### config.mk
export PLATFORM = sky130hd
export DESIGN_NAME = snitch_ssr_isect_master
export DESIGN_NICKNAME = d
export VERILOG_FILES = /design/src/rtl/snitch_ssr_isect_master.sv
export SDC_FILE = /design/constraint.sdc
export NUM_CORES = 1
export LEC_CHECK = 0
export CORE_UTILIZATION = 26
export CTS_CLUSTER_DIAMETER = 30
export DETAILED_ROUTE_END_ITERATION = 12
export PLACE_DENSITY = 0.56
export SYNTH_ARGS = -nofsm -noshare
export SYNTH_HDL_FRONTEND = slang
export SYNTH_SLANG_ARGS = --single-unit
### constraint.sdc
create_clock -name clk_i -period 7.95 [get_ports clk_i]
set_input_delay 1.9875 -clock clk_i [delete_from_list [all_inputs] [get_ports clk_i]]
set_output_delay 1.9875 -clock clk_i [all_outputs]
set_load 0.03 [all_outputs]
### src/rtl/snitch_ssr_isect_master.sv
// Master-side endpoint of the SSR index intersection protocol.
// Holds one index, presents it to the intersector, queues data-mover actions.
module snitch_ssr_isect_master #(
   parameter int unsigned IdxWidth  = 16,
   parameter int unsigned AddrWidth = 32,
   parameter int unsigned ActDepth  = 2
) (
   input  logic                 clk_i,
   input  logic                 rst_ni,
   input  logic                 cfg_valid_i,
   output logic                 cfg_ready_o,
   input  logic [AddrWidth-1:0] cfg_base_i,
   input  logic [31:0]          cfg_len_i,
   input  logic [2:0]           cfg_shift_i,
   input  logic                 cfg_merge_i,
   input  logic                 cfg_slv_ena_i,
   input  logic                 idx_valid_i,
   output logic                 idx_ready_o,
   input  logic [IdxWidth-1:0]  idx_i,
   output logic [IdxWidth-1:0]  isect_idx_o,
   output logic                 isect_valid_o,
   output logic                 isect_done_o,
   output logic                 isect_merge_o,
   output logic                 isect_slv_ena_o,
   input  logic                 isect_zero_i,
   input  logic                 isect_skip_i,
   input  logic                 isect_done_i,
   input  logic                 isect_ready_i,
   output logic                 act_valid_o,
   input  logic                 act_ready_i,
   output logic [AddrWidth-1:0] act_addr_o,
   output logic                 act_zero_o,
   output logic                 busy_o
);

   localparam int unsigned PtrW = (ActDepth > 1) ? $clog2(ActDepth) : 1;
   localparam int unsigned CntW = $clog2(ActDepth + 1);

   typedef enum logic [1:0] {IDLE, RUN, DRAIN} state_e;

   state_e                state_q;
   logic [31:0]           rem_q, rem_d;
   logic                  hv_q;
   logic [IdxWidth-1:0]   hidx_q;
   logic [AddrWidth-1:0]  base_q;
   logic [2:0]            shift_q;
   logic                  merge_q, slv_ena_q;

   logic [AddrWidth:0]    mem_q [ActDepth];
   logic [PtrW-1:0]       wr_q, rd_q;
   logic [CntW-1:0]       cnt_q;

   logic run, drain, act_full;
   logic hs, hs_done, hs_zero, hs_skip, hs_fetch;
   logic pop_idx, load, push, act_pop;
   logic [AddrWidth-1:0]  fetch_addr;

   function automatic logic [PtrW-1:0] nxt(input logic [PtrW-1:0] p);
      return (p == PtrW'(ActDepth - 1)) ? '0 : p + PtrW'(1);
   endfunction

   assign run      = (state_q == RUN);
   assign drain    = (state_q == DRAIN);
   assign act_full = (cnt_q == CntW'(ActDepth));

   // Request side depends only on registered state, never on intersector inputs.
   assign isect_done_o  = run & ~hv_q & (rem_q == '0);
   assign isect_valid_o = run & (hv_q | isect_done_o) & ~act_full;
   assign isect_idx_o   = hv_q ? hidx_q : '1;
   assign isect_merge_o   = merge_q;
   assign isect_slv_ena_o = slv_ena_q;

   assign hs       = isect_valid_o & isect_ready_i;
   assign hs_done  = hs & isect_done_i;
   assign hs_zero  = hs & ~isect_done_i & isect_zero_i;
   assign hs_skip  = hs & ~isect_done_i & ~isect_zero_i & isect_skip_i;
   assign hs_fetch = hs & ~isect_done_i & ~isect_zero_i & ~isect_skip_i & hv_q;
   assign pop_idx  = hs_skip | hs_fetch;
   assign push     = hs_zero | hs_fetch;

   assign idx_ready_o = (rem_q != '0) & ((run & (~hv_q | pop_idx)) | drain);
   assign load        = idx_valid_i & idx_ready_o;
   assign rem_d       = load ? rem_q - 32'd1 : rem_q;

   assign fetch_addr = base_q + (AddrWidth'(hidx_q) << shift_q);

   assign cfg_ready_o = (state_q == IDLE);
   assign busy_o      = (state_q != IDLE);

   assign act_valid_o = (cnt_q != '0);
   assign act_pop     = act_valid_o & act_ready_i;
   assign act_addr_o  = act_valid_o ? mem_q[rd_q][AddrWidth:1] : '0;
   assign act_zero_o  = act_valid_o & mem_q[rd_q][0];

   always_ff @(posedge clk_i or negedge rst_ni) begin
      if (!rst_ni) begin
         state_q   <= IDLE;
         rem_q     <= '0;
         hv_q      <= 1'b0;
         hidx_q    <= '0;
         base_q    <= '0;
         shift_q   <= '0;
         merge_q   <= 1'b0;
         slv_ena_q <= 1'b0;
      end else begin
         unique case (state_q)
            IDLE: begin
               if (cfg_valid_i) begin
                  base_q    <= cfg_base_i;
                  shift_q   <= cfg_shift_i;
                  merge_q   <= cfg_merge_i;
                  slv_ena_q <= cfg_slv_ena_i;
                  rem_q     <= cfg_len_i;
                  state_q   <= RUN;
               end
            end
            RUN: begin
               rem_q <= rem_d;
               if (hs_done) begin
                  hv_q    <= 1'b0;
                  state_q <= (rem_d == '0) ? IDLE : DRAIN;
               end else if (load) begin
                  hv_q   <= 1'b1;
                  hidx_q <= idx_i;
               end else if (pop_idx) begin
                  hv_q <= 1'b0;
               end
            end
            DRAIN: begin
               rem_q <= rem_d;
               if (rem_d == '0) state_q <= IDLE;
            end
            default: state_q <= IDLE;
         endcase
      end
   end

   always_ff @(posedge clk_i or negedge rst_ni) begin
      if (!rst_ni) begin
         for (int i = 0; i < int'(ActDepth); i++) mem_q[i] <= '0;
         wr_q  <= '0;
         rd_q  <= '0;
         cnt_q <= '0;
      end else begin
         if (push) begin
            mem_q[wr_q] <= {(hs_fetch ? fetch_addr : '0), hs_zero};
            wr_q        <= nxt(wr_q);
         end
         if (act_pop) rd_q <= nxt(rd_q);
         cnt_q <= cnt_q + CntW'(push) - CntW'(act_pop);
      end
   end

`ifndef SYNTHESIS
   a_zero_skip: assert property (@(posedge clk_i) disable iff (!rst_ni)
      hs |-> !(isect_zero_i && isect_skip_i))
      else $error("zero and skip asserted together");
`endif

endmodule

Word-level counts from Yosys, hierarchy flattened
Cells that the tools add are included.
Word-level totals
  flip-flop bits (word level): 158
  input port bits: 94
  output and inout bits: 57
  logic and storage cells: 96
Operators by class
  $add $sub $neg: 6
  magnitude comparators: 3
  eq/ne operators: 6
  shift-type cells: 1
  muxes and demuxes: 22
  bitwise gates (word level): 30
  reductions and logical operators: 15
Operator list (count)
  33-bit two-way mux: 4
  32-bit two-way mux: 4
  66-bit bitwise mux: 1
  32-bit zero test: 2
  32-bit one-hot mux with 2 select lines: 1
  33-bit demux with 1-bit select: 1
  32-bit adder: 1
  32-bit nonzero test: 1
  16-bit by 3-bit left shift with 32-bit output: 1
  32-bit by 1-bit subtractor with 32-bit output (second input constant): 1
  1-bit bitwise AND: 17
  16-bit two-way mux: 1
  2-bit two-way mux: 4
  1-bit NOT: 6
  2-bit one-hot mux with 3 select lines: 1
  2-bit AND reduction: 3
  3-bit AND reduction: 2
  2-bit nonzero test: 3
  1-bit two-way mux: 5
  1-bit bitwise OR: 5
  2-bit equality test (second input constant): 2
  2-bit >= comparator (second input constant): 2
  2-bit by 1-bit inequality test with 1-bit output (second input constant): 2
  1-bit NOT with 2-bit output: 2
  other kinds (10): 11

Depth between registers and ports, before layout
  depth after elaboration: 22
  mapped depth: 16
  mapped depth without buffers: 15

Worst setup path after synthesis
No wires, ideal clock.
  path type: input port to output port
  start: input port isect_done_i
  end: output port idx_ready_o
  arrival: 2.955 ns
  data required time: 5.963 ns
  slack: 3.007 ns
  stages on the path: 3
  path buffers: 0
  cell sequence: nor4bb_1 > a311oi_1 > nor2_1
On the way
  longest elaborated chain between the ends: 10
  elaborated cells on any way between the ends: 11
  those cells by class: bitwise: 11
RTL lines
  start, declared: line 27  | input logic isect_done_i,
  1-bit NOT *: line 76, 77
  1-bit bitwise AND * (2 in a row): line 76, 77
  1-bit bitwise AND (2 in a row): line 77  | assign hs_fetch = hs & ~isect_done_i & ~isect_zero_i & ~isect_skip_i & hv_q;
  1-bit bitwise OR *: line 78  | assign pop_idx = hs_skip | hs_fetch;
  1-bit bitwise OR *: line 81  | assign idx_ready_o = (rem_q != '0) & ((run & (~hv_q | pop_idx)) | drain);
  1-bit bitwise AND *: line 81
  1-bit bitwise OR *: line 81
  1-bit bitwise AND *: line 81
  end, declared: line 18  | output logic idx_ready_o,
Mark *: on every way between the ends. The rest lies on a longest branch, timed or not.

Worst setup path after layout
  start: input port isect_zero_i
  end: output port idx_ready_o
On the way
  longest elaborated chain between the ends: 9
  elaborated cells on any way between the ends: 10
  those cells by class: bitwise: 10
RTL lines
  start, declared: line 25  | input logic isect_zero_i,
  1-bit NOT *: line 76, 77
  1-bit bitwise AND *: line 76, 77
  1-bit bitwise AND (2 in a row): line 77
  1-bit bitwise OR *: line 78
  1-bit bitwise OR *: line 81
  1-bit bitwise AND *: line 81
  1-bit bitwise OR *: line 81
  1-bit bitwise AND *: line 81
Marks and branches as above.

==> impl_metrics.env <==
export IMPL_clock_root_buffer="clkbuf_16"
export IMPL_fmax_ghz=0.170
export IMPL_synth_ff_type="dfrtp_1"
export IMPL_tightest_slew_ns=1.08
export IMPL_ant_nets=0
export IMPL_avgSynthCellArea_sq_um=9.33
export IMPL_pre_cts_slack_ns=2.09
export IMPL_yosysSeqAreaShare_pct=40.8
export IMPL_dr_max_layer_used="met4"
export IMPL_timing_final_crit_share_pct=74.0
export IMPL_wl_met3_microns=959
export IMPL_core_area_sq_um=36700
export IMPL_viasPerCell=4.97
export IMPL_dp_hpwl_microns=20500
export IMPL_gr_total_overflow=0
export IMPL_port_buffers=150
export IMPL_htreeDepth=4
export IMPL_multi_input_area_sq_um=5410
export IMPL_die_y_microns=195
export IMPL_power_density_nw_per_um2=465
export IMPL_hold_buffers=0
export IMPL_die_area_sq_um=38100
export IMPL_grt_pass1_wl_microns=44700
export IMPL_clk_latency_ns=0.45
export IMPL_cp_num_buf_inv=2
export IMPL_cp_arrival_ns=3.89
export IMPL_drv_slew=0
export IMPL_dr_pass1_iters=4
export IMPL_vias=8135
export IMPL_nNetsFinal=1280
export IMPL_syn_to_final_growth_pct=26.2
export IMPL_rows=70
export IMPL_ys_seq_elements=158
export IMPL_cp_common_cell="clkdlybuf4s50_1"
export IMPL_yosys_warnings=0
export IMPL_yosysUniqueCellTypes=74
export IMPL_path_cells="clkdlybuf4s50_1, nor4bb_1, a311oi_1, nor2_1, clkdlybuf4s50_1"
export IMPL_synth_cells=1040
export IMPL_fillers=3760
export IMPL_wl_per_cell_microns=17.3
export IMPL_slew_limit_headroom_pct=28.2
export IMPL_async_flop_share_pct=100
export IMPL_pwr_share_comb_pct=57.0
export IMPL_crit_family="buffers and inverters"
export IMPL_syn_area_sq_um=9700
export IMPL_p_seq_share_pct=27.4
export IMPL_cts_setup_buffers=0
export IMPL_initial_utilization_pct=26.4
export IMPL_power_internal_w=0.00300
export IMPL_hold_path_class="reg -> reg"
export IMPL_synth_edff_count=0
export IMPL_outcome="complete, no violations"
export IMPL_max_stage_delay_ns=0.67
export IMPL_p_clk_share_pct=15.6
export IMPL_hold_violations=0
export IMPL_switching_share_pct=47.3
export IMPL_p_switching_w=0.00269
export IMPL_cts_tree="done"
export IMPL_pin_count=151
export IMPL_grt_usage_pct=15.0
export IMPL_final_cells=1638
export IMPL_drc=0
export IMPL_tns_ns=0
export IMPL_fin_ws_ns=2.07
export IMPL_dr_wl_met2_microns=13200
export IMPL_setup_viol=0
export IMPL_syn_nets=1165
export IMPL_rsz0062_at_grt="no"
export IMPL_peakVddDrop_uv=226
export IMPL_worstPathMaxFanout=3
export IMPL_cts_buffers=17
export IMPL_drt_iter0_markers=496
export IMPL_cts_path_max_buffers=2
export IMPL_clk_pin_slew_ns=0.07
export IMPL_grt_max_degree=109
export IMPL_critPathLaunchType="input pin"
export IMPL_die_x_microns=195
export IMPL_placedCellCount=1604
export IMPL_antenna_found_initial=2
export IMPL_grt_pass1_vias=7964
export IMPL_setup_worst_path_class="in -> out"
export IMPL_fin_skew_ns=0.0111
export IMPL_cts_resized=0
export IMPL_regArea_sq_um=3960
export IMPL_routed_wl_microns=28300
export IMPL_max_cap_viol_count=0
export IMPL_slowest_stage="clkdlybuf4s50_1"
export IMPL_met1_length_microns=13600
export IMPL_drive_gt1_share_pct=11.6
export IMPL_period_minus_slack_ns=5.88
export IMPL_crit_required_ns=5.96
export IMPL_p_leak_nw=5.11
export IMPL_cts_sinks=158
export IMPL_endpoint_kind="output port"
export IMPL_globalplace_congestion=0.866
final timing paths:
kind | from | to | slack [ns] | depth (start not counted)
max reg2reg | shift_q[0] | mem_q[29] | 3.23 | 13
min in group asynchronous | rst_ni | base_q[30] | 1.67 | 1
max | isect_zero_i | idx_ready_o | 2.07 | 5
min reg2reg | mem_q[8] | mem_q[8] | 0.48 | 2
max in group asynchronous | rst_ni | rem_q[11] | 4.93 | 2
min | mem_q[8] | mem_q[8] | 0.48 | 2
layer usage:
layer / up-vias / GRT usage (%)
met5: - / 0
met4: 0 / 5.48
met3: 19 / 2.50
met2: 157 / 24.0
met1: 3969 / 20.4
li1: 3990 / -
cell usage after synthesis (4+ instances only):
| master | instances | share of area (%) |
|---|---|---|
| o21ai_0 | 80 | 4.1 |
| clkbuf_1 | 51 | 2.0 |
| mux2i_1 | 48 | 5.0 |
| dfrtp_1 | 158 | 41 |
| o211ai_1 | 8 | 0.62 |
| and3_1 | 8 | 0.52 |
| nand4_1 | 19 | 1.2 |
| and2_1 | 8 | 0.52 |
| a211oi_1 | 4 | 0.31 |
| a21oi_1 | 65 | 3.4 |
| a21o_1 | 7 | 0.54 |
| nand2_1 | 99 | 3.8 |
| a31oi_1 | 5 | 0.32 |
| nand3_1 | 20 | 1.0 |
| nor3_1 | 25 | 1.3 |
| nor4_1 | 11 | 0.71 |
| mux2_2 | 73 | 8.5 |
| xor2_1 | 18 | 1.6 |
| o21bai_1 | 5 | 0.39 |
| o31ai_1 | 7 | 0.54 |
| or3_1 | 9 | 0.58 |
| a21boi_0 | 4 | 0.31 |
| xnor2_1 | 14 | 1.3 |
| ha_1 | 30 | 3.9 |
| inv_1 | 25 | 0.97 |
| buf_2 | 4 | 0.21 |
| nand2b_1 | 27 | 1.7 |
| nor2_1 | 100 | 3.9 |
| o22ai_1 | 17 | 1.1 |
| a22o_1 | 21 | 1.9 |
cells by family (layout without fill, tap and decap cells):
logic type	after synthesis	count (layout)	synth area share, %
AND/OR/NAND/NOR	346	346	17.4
XOR/XNOR	32	32	2.89
multiplexers	125	125	13.9
buffers and inverters	87	215	3.65
adder cells (fa/ha/maj)	31	31	4.08
flip-flops	158	158	40.8
other	0	2	0
AO/OA/AOI/OAI	261	261	17.3
stage by stage:
| stage | hold slack, ns | cell area [sq um] | util, % | total power [W] |
|---|---|---|---|---|
| after global placement | 0.460 | 11600 | 31.6 | 0.00479 |
| after global routing | 0.500 | 12200 | 33.4 | 0.00617 |
| after floorplan | 0.448 | 9700 | - | 0.00386 |
| after CTS | 0.485 | 12200 | 33.3 | 0.00574 |
| after detailed placement | 0.468 | 11600 | 31.6 | 0.00482 |
| final | 0.478 | 12200 | 33.4 | 0.00569 |
placed cells by master, fill, tap and decap left out, types with 11 or more instances in the layout:
cell and count:
a21oi_1 65, a22o_1 21, clkbuf_16 17, clkdlybuf4s50_1 149
dfrtp_1 157, ha_1 29, inv_1 25, mux2_2 73
mux2i_1 48, nand2_1 98, nand2b_1 26, nand3_1 20
nand4_1 19, nor2_1 99, nor3_1 25, nor4_1 11
o21ai_0 79, o22ai_1 17, xnor2_1 14, xor2_1 18
power by group through the flow:
stage | Sequential, W | Combinational (W) | Clock [W]
6_report | 0.00156 | 0.00324 | 0.000887
5_1_grt | 0.00163 | 0.00360 | 0.000942
4_1_cts | 0.00156 | 0.00326 | 0.000911
3_5_place_dp | 0.00158 | 0.00324 | 0
3_3_place_gp | 0.00157 | 0.00322 | 0
2_1_floorplan | 0.00135 | 0.00251 | 0
cell type report:
class / instances / area share [%]
Inverter: 26 / 0.797
Clock inverter: 14 / 1.56
Antenna cell: 2 / 0.0409
Timing Repair Buffer: 157 / 12.7
Clock buffer: 18 / 3.59
Tap cell: 468 / 4.78
Sequential cell: 158 / 32.3
Multi-Input combinational cell: 795 / 44.2
flip-flops by register name (all words and copies together), names as in the netlist:
register,count
mem_q,66
rd_q,1
hidx_q,16
wr_q,1
isect_slv_ena_o,1
rem_q,32
hv_q,1
cnt_q,2
base_q,32
shift_q,3
isect_merge_o,1
state_q,2
worst min-delay path: cells and delay by family, from the launching register on:
kind,cells,cell delay [ns]
compound gates,1,0.06
flops,1,0.34
simple gates,1,0.05
Note: power is estimated with default switching activity, not from simulation.
